`src/rtl/mem_access_unit_pkg.sv`:
```
// Shared types and sizing for the memory access unit: MAR/MDR widths,
// the transaction FSM encoding and the wait-state timeout.
package mem_access_unit_pkg;

  localparam int ADDR_W  = 9;
  localparam int DATA_W  = 32;
  localparam int TIMEOUT = 16;
  localparam int CNT_W   = $clog2(TIMEOUT);

  typedef enum logic [1:0] {
    ST_IDLE  = 2'd0,
    ST_READ  = 2'd1,
    ST_WRITE = 2'd2,
    ST_DONE  = 2'd3
  } state_e;

endpackage

```
`src/rtl/mem_access_unit_if.sv`:
```
// Bus bundle between the CPU datapath/memory side (master) and the
// memory access unit (slave).
interface mem_access_unit_if;
  import mem_access_unit_pkg::*;

  logic [DATA_W-1:0] BusMuxOut;
  logic              MARin;
  logic              MDRin;
  logic              Read;
  logic              Write;
  logic              MemAck;
  logic [DATA_W-1:0] MemDataIn;
  logic [ADDR_W-1:0] MemAddr;
  logic [DATA_W-1:0] MemDataOut;
  logic              MemReq;
  logic              MemWe;
  logic [DATA_W-1:0] BusMuxInMDR;
  logic              MemBusy;
  logic              MemDone;
  logic              MemErr;

  modport master (
    output BusMuxOut, MARin, MDRin, Read, Write, MemAck, MemDataIn,
    input  MemAddr, MemDataOut, MemReq, MemWe, BusMuxInMDR, MemBusy, MemDone, MemErr
  );

  modport slave (
    input  BusMuxOut, MARin, MDRin, Read, Write, MemAck, MemDataIn,
    output MemAddr, MemDataOut, MemReq, MemWe, BusMuxInMDR, MemBusy, MemDone, MemErr
  );

endinterface

```
`src/rtl/mem_access_unit_register32.sv`:
```
// Generic register with synchronous clear and load enable; 32 bits by
// default, narrowed for the MAR.
module register32 #(
  parameter int WIDTH = 32
) (
  input  logic             clock,
  input  logic             clear,
  input  logic             load,
  input  logic [WIDTH-1:0] d,
  output logic [WIDTH-1:0] q
);

  logic [WIDTH-1:0] q_d, q_q;

  always_comb q_d = load ? d : q_q;

  // NOTE: non-blocking assignment in clocked blocks so every flop samples pre-edge values.
  always_ff @(posedge clock) begin
    if (clear) q_q <= '0;
    else       q_q <= q_d;
  end

  assign q = q_q;

endmodule

```
`src/rtl/mem_access_unit.sv`:
```
// Memory access unit: MAR/MDR registers plus a read/write handshake FSM
// with a bounded wait for MemAck and a sticky timeout flag.
module mem_access_unit
  import mem_access_unit_pkg::*;
(
  input  logic             clock,
  input  logic             clear,
  mem_access_unit_if.slave bus
);

  state_e            state_q, state_d;
  logic [CNT_W-1:0]  cnt_q, cnt_d;
  logic              err_q, err_d;
  logic              mar_load, mdr_load;
  logic [DATA_W-1:0] mdr_in, mdr_q;
  logic [ADDR_W-1:0] mar_q;

  // NOTE: every always_comb output gets a default first so no path can infer a latch.
  always_comb begin
    state_d  = state_q;
    cnt_d    = cnt_q;
    err_d    = err_q;
    mar_load = 1'b0;
    mdr_load = 1'b0;
    mdr_in   = bus.BusMuxOut;
    unique case (state_q)
      ST_IDLE: begin
        // Register loads share the edge with command acceptance, so the
        // request sees the freshly loaded MAR/MDR.
        mar_load = bus.MARin;
        mdr_load = bus.MDRin;
        cnt_d    = '0;
        if (bus.Read) begin
          state_d = ST_READ;
          err_d   = 1'b0;
        end else if (bus.Write) begin
          state_d = ST_WRITE;
          err_d   = 1'b0;
        end
      end
      ST_READ, ST_WRITE: begin
        if (bus.MemAck) begin
          state_d = ST_DONE;
          if (state_q == ST_READ) begin
            mdr_load = 1'b1;
            mdr_in   = bus.MemDataIn;
          end
        end else if (cnt_q == CNT_W'(TIMEOUT - 1)) begin
          state_d = ST_IDLE;
          err_d   = 1'b1;
        end else begin
          cnt_d = cnt_q + 1'b1;
        end
      end
      ST_DONE: state_d = ST_IDLE;
      default: state_d = ST_IDLE;
    endcase
  end

  always_ff @(posedge clock) begin
    if (clear) begin
      state_q <= ST_IDLE;
      cnt_q   <= '0;
      err_q   <= 1'b0;
    end else begin
      state_q <= state_d;
      cnt_q   <= cnt_d;
      err_q   <= err_d;
    end
  end

  register32 #(.WIDTH(ADDR_W)) u_mar (
    .clock (clock),
    .clear (clear),
    .load  (mar_load),
    .d     (bus.BusMuxOut[ADDR_W-1:0]),
    .q     (mar_q)
  );

  register32 #(.WIDTH(DATA_W)) u_mdr (
    .clock (clock),
    .clear (clear),
    .load  (mdr_load),
    .d     (mdr_in),
    .q     (mdr_q)
  );

  assign bus.MemAddr     = mar_q;
  assign bus.MemDataOut  = mdr_q;
  assign bus.BusMuxInMDR = mdr_q;
  assign bus.MemReq      = (state_q == ST_READ) || (state_q == ST_WRITE);
  assign bus.MemBusy     = bus.MemReq;
  assign bus.MemWe       = (state_q == ST_WRITE);
  assign bus.MemDone     = (state_q == ST_DONE);
  assign bus.MemErr      = err_q;

endmodule

```
`src/flat_wrapper.sv`:
```
// flat-port wrapper written by rule: the top's interface ports become plain ports
module mem_access_unit_flat import mem_access_unit_pkg::*;
  (clock, clear, bus_BusMuxOut, bus_MARin, bus_MDRin, bus_Read, bus_Write, bus_MemAck, bus_MemDataIn, bus_MemAddr, bus_MemDataOut, bus_MemReq, bus_MemWe, bus_BusMuxInMDR, bus_MemBusy, bus_MemDone, bus_MemErr);
  mem_access_unit_if bus_i ();
  input  logic clock;
  input  logic clear;
  input wire logic [$bits(bus_i.BusMuxOut)-1:0] bus_BusMuxOut;
  input wire logic [$bits(bus_i.MARin)-1:0] bus_MARin;
  input wire logic [$bits(bus_i.MDRin)-1:0] bus_MDRin;
  input wire logic [$bits(bus_i.Read)-1:0] bus_Read;
  input wire logic [$bits(bus_i.Write)-1:0] bus_Write;
  input wire logic [$bits(bus_i.MemAck)-1:0] bus_MemAck;
  input wire logic [$bits(bus_i.MemDataIn)-1:0] bus_MemDataIn;
  output wire logic [$bits(bus_i.MemAddr)-1:0] bus_MemAddr;
  output wire logic [$bits(bus_i.MemDataOut)-1:0] bus_MemDataOut;
  output wire logic [$bits(bus_i.MemReq)-1:0] bus_MemReq;
  output wire logic [$bits(bus_i.MemWe)-1:0] bus_MemWe;
  output wire logic [$bits(bus_i.BusMuxInMDR)-1:0] bus_BusMuxInMDR;
  output wire logic [$bits(bus_i.MemBusy)-1:0] bus_MemBusy;
  output wire logic [$bits(bus_i.MemDone)-1:0] bus_MemDone;
  output wire logic [$bits(bus_i.MemErr)-1:0] bus_MemErr;
  assign bus_i.BusMuxOut = bus_BusMuxOut;
  assign bus_i.MARin = bus_MARin;
  assign bus_i.MDRin = bus_MDRin;
  assign bus_i.Read = bus_Read;
  assign bus_i.Write = bus_Write;
  assign bus_i.MemAck = bus_MemAck;
  assign bus_i.MemDataIn = bus_MemDataIn;
  assign bus_MemAddr = bus_i.MemAddr;
  assign bus_MemDataOut = bus_i.MemDataOut;
  assign bus_MemReq = bus_i.MemReq;
  assign bus_MemWe = bus_i.MemWe;
  assign bus_BusMuxInMDR = bus_i.BusMuxInMDR;
  assign bus_MemBusy = bus_i.MemBusy;
  assign bus_MemDone = bus_i.MemDone;
  assign bus_MemErr = bus_i.MemErr;
  mem_access_unit u_core (.clock(clock), .clear(clear), .bus(bus_i));
endmodule
```
`config.mk`:
```
export PLATFORM = sky130hd
export DESIGN_NAME = mem_access_unit_flat
export DESIGN_NICKNAME = d
export VERILOG_FILES = /design/src/rtl/mem_access_unit_pkg.sv /design/src/rtl/mem_access_unit_if.sv /design/src/rtl/mem_access_unit_register32.sv /design/src/rtl/mem_access_unit.sv /design/src/flat_wrapper.sv
export SDC_FILE = /design/constraint.sdc
export NUM_CORES = 1
export LEC_CHECK = 0
export BUFFER_PORTS_ARGS = -buffer_cell sky130_fd_sc_hd__buf_2
export CAP_MARGIN = 20
export CORE_ASPECT_RATIO = 1.25
export CORE_UTILIZATION = 44
export DETAILED_ROUTE_END_ITERATION = 10
export GPL_TIMING_DRIVEN = 0
export PLACE_DENSITY = 0.89
export REMOVE_ABC_BUFFERS = 1
export SYNTH_ARGS = -nofsm -noshare
export SYNTH_HDL_FRONTEND = slang
export SYNTH_HIERARCHICAL = 1
export SYNTH_SLANG_ARGS = --single-unit
```
`constraint.sdc`:
```
create_clock -name clock -period 2.2 [get_ports clock]
set_input_delay 0.33 -clock clock [delete_from_list [all_inputs] [get_ports clock]]
set_output_delay 0.33 -clock clock [all_outputs]
set_load 0.01 [all_outputs]
```
==> metrics <==
FMAX slightly below 500 MHz; VDD IR max between 600 and 700 uV; Max Cap Viol 0; routability congestion estimate from global placement between 0.7 and 0.8; CP Max Fanout 16; critical-path cell list inv_1 > ha_2 > nand3_4 > mux2_2 > mux2i_1 > nor2_1; Power Dens Cells around 1200 nW/um2; Post-Route WL 5770 um; first-pass GRT wire length roughly 8300 um; CTS tree built; Slew @ Worst Pin 784 ps; most frequent cells in the layout 148 x buf_2, 48 x dfxtp_1, 41 x mux2i_1, 41 x nor2_1, 32 x mux2_2; leak pwr about 1.7 nW; clock slew at the register clock pins of the worst setup and hold paths ~90 ps; area leader, netlist dfxtp_1; Tmin final 2010 ps; post-route ant nets 0; Synth top area share between 30 and 40%; Synth-to-Final Area Change 25.1%; crit-path max cell delay about 480 ps; CP Launch Type flop; Tot GR Track Use approximately 17%; Cells after DPL between 400 and 500; worst hold path type primary input to flop; fin cells approximately 430; number of vias per cell 5.05; TritonRoute pass-1 iters 7; # IOs approximately 150; status complete, but fails checks; synthesized area per cell around 10 um2; slew margin rel. a little under half; Final nets 444; Setup CP Type flop to flop; die area between 6000 and 7000 um2; diodes inserted 0; Post-synth EDFFs 0; internal reg-to-reg setup slack 190 ps; Multi-input gate area roughly 1300 um2; initial antenna violation count 0; die width between 70 and 80 um; Final Hold Fails 0; Synth Instances around 260; Worst Path Arrival between 2000 and 2500 ps; clk sinks 48; TritonCTS buffer count 5; row count 30; Avg WL per Cell 13.4 um; Setup-failing EPs final 0; Async SR Flop Fraction 0%; complex-gate fraction of the synthesized area 4.78%; largest family of logic cells by synthesized area multiplexers; simple-gate portion of the synthesized area around a tenth; slowest stage cell, crit path ha_2; initial cell density of the core 46.6%; drt drc 32; #FFs+latches synth 48; worst clock skew 6.36 ps; Post-Place Cell Area between 3000 and 4000 um2; Core ar. 5560 um2; crit end category flop; Filler cells 481; Synth area leaders dfxtp_1 37%, mux2i_1 16%, mux2_2 14%; Post-Synth Adder-Cell Area between 2 and 3%; Synth Warn # 6; Cell Area, Synth approximately 2600 um2; RSZ-0062 raised after global routing no; Crit path required time 2360 ps; clk buf depth 2; FF/Latch Area between 900 and 1000 um2; root buf cell clkbuf_8; final hold slack about 290 ps; Slew Limit Fails 0; CTS H-tree depth 2; largest net degree at the start of global routing 48; Seq/Total Area, Yosys 37.1%; DIE HEIGHT roughly 88 um; CP top delay family multiplexers; dpl hpwl between 4000 and 5000 um; overflow left after global routing 0; part of the cycle the worst path needs around nine tenths; dominant synthesized flop cell dfxtp_1; count of cell types in the netlist 36; fraction of layout cells with a size suffix above 1 between 50 and 60%; Starting DRT DRC Count between 70 and 80; WP buf/inv 1; clk_lat worst skew around 290 ps; most common cell after layout, fill and taps aside buf_2; post-synthesis mux area share ~30%; violated checks design-rule violations; routed via count ~2,200; power after layout approximately 3.8 mW; vias in the first global route 1,886; Design Area, Final 3240 um2; Synth Area in XOR/XNOR 0%; port buffer count 148
cell families after synthesis:
group,count (synthesis)
muxes,73
adders and majority gates,6
AOI/OAI and AO/OA,17
buffers and inverters,51
and+or+nand+nor,60
DFF,48
Yosys cell counts (2+ instances only):
library cell / instances
nand3_1: 3
mux2i_1: 41
o21ai_0: 3
clkbuf_1: 3
mux2_2: 32
buf_6: 3
nor2_1: 42
o211ai_1: 2
buf_2: 4
dfxtp_1: 48
nand2_1: 2
ha_1: 6
inv_1: 4
nand2b_1: 4
buf_4: 33
a21oi_1: 3
buf_12: 3
flip-flops by register name, summed over array words and instances (netlist names):
register           flops
u_core/cnt_q           4
u_core/u_mdr/q        32
u_core/u_mar/q         9
u_core/bus.MemErr      1
u_core/state_q         2
what timing repair did:
action / in CTS / in global routing
hold endpoints to repair: 0 / 0
setup buffers: 2 / 0
gates resized for setup: 2 / 1
setup endpoints to repair: 32 / 31
pin swaps: 2 / 0
hold buffers: 0 / 0
gates cloned: 1 / 0
worst paths after layout:
path                          start           endpoint  depth (start not counted)
hold reg to reg   u_core/u_mar/q[7]  u_core/u_mar/q[7]                          2
setup reg to reg  u_core/state_q[0]  u_core/u_mdr/q[3]                          6
setup / recovery  u_core/state_q[0]  u_core/u_mdr/q[3]                          6
hold / removal     bus_BusMuxOut[1]  u_core/u_mar/q[1]                          3
stage by stage:
stage | setup slack (ps) | TNS (ps) | util, %
floorplan | -862 | -27590 | -
global placement | -1640 | -52160 | 54.6
detailed placement | -372 | -10670 | 55.3
CTS | 49.5 | 0 | 58.3
global route | 58.4 | 0 | 58.3
finish | 188 | 0 | 58.3
tightest hold or removal path, cell delays in order:
cell and delay (ps):
buf_2 80, mux2i_1 60, nor2_1 70
final cells by class:
cell class                 count  share of cell area, %
tap                           64                   2.47
clock inverter                 3                   1.31
clock buffer                   5                   2.12
multi-input combinational    157                   39.4
sequential                    48                   29.7
timing repair buffer         151                   24.6
inverter                       4                  0.463
per-layer routing:
metal | GRT usage [%] | vias up | part of all wire [%]
met3 | 2.65 | 4 | 6.0
li1 | - | 1063 | -
met4 | 7.09 | 0 | 0.54
met5 | 0 | - | 0
met1 | 18.4 | 1022 | 40
met2 | 33.4 | 93 | 54
power by group:
part	leakage [nW]	switching [mW]	total (mW)	internal, mW
registers	0.394	0.146	1.23	1.08
clock network	0.0541	0.273	0.609	0.336
logic	1.23	1.01	1.96	0.948
total	1.68	1.43	3.79	2.36
Power figures use the tool's default switching activity.
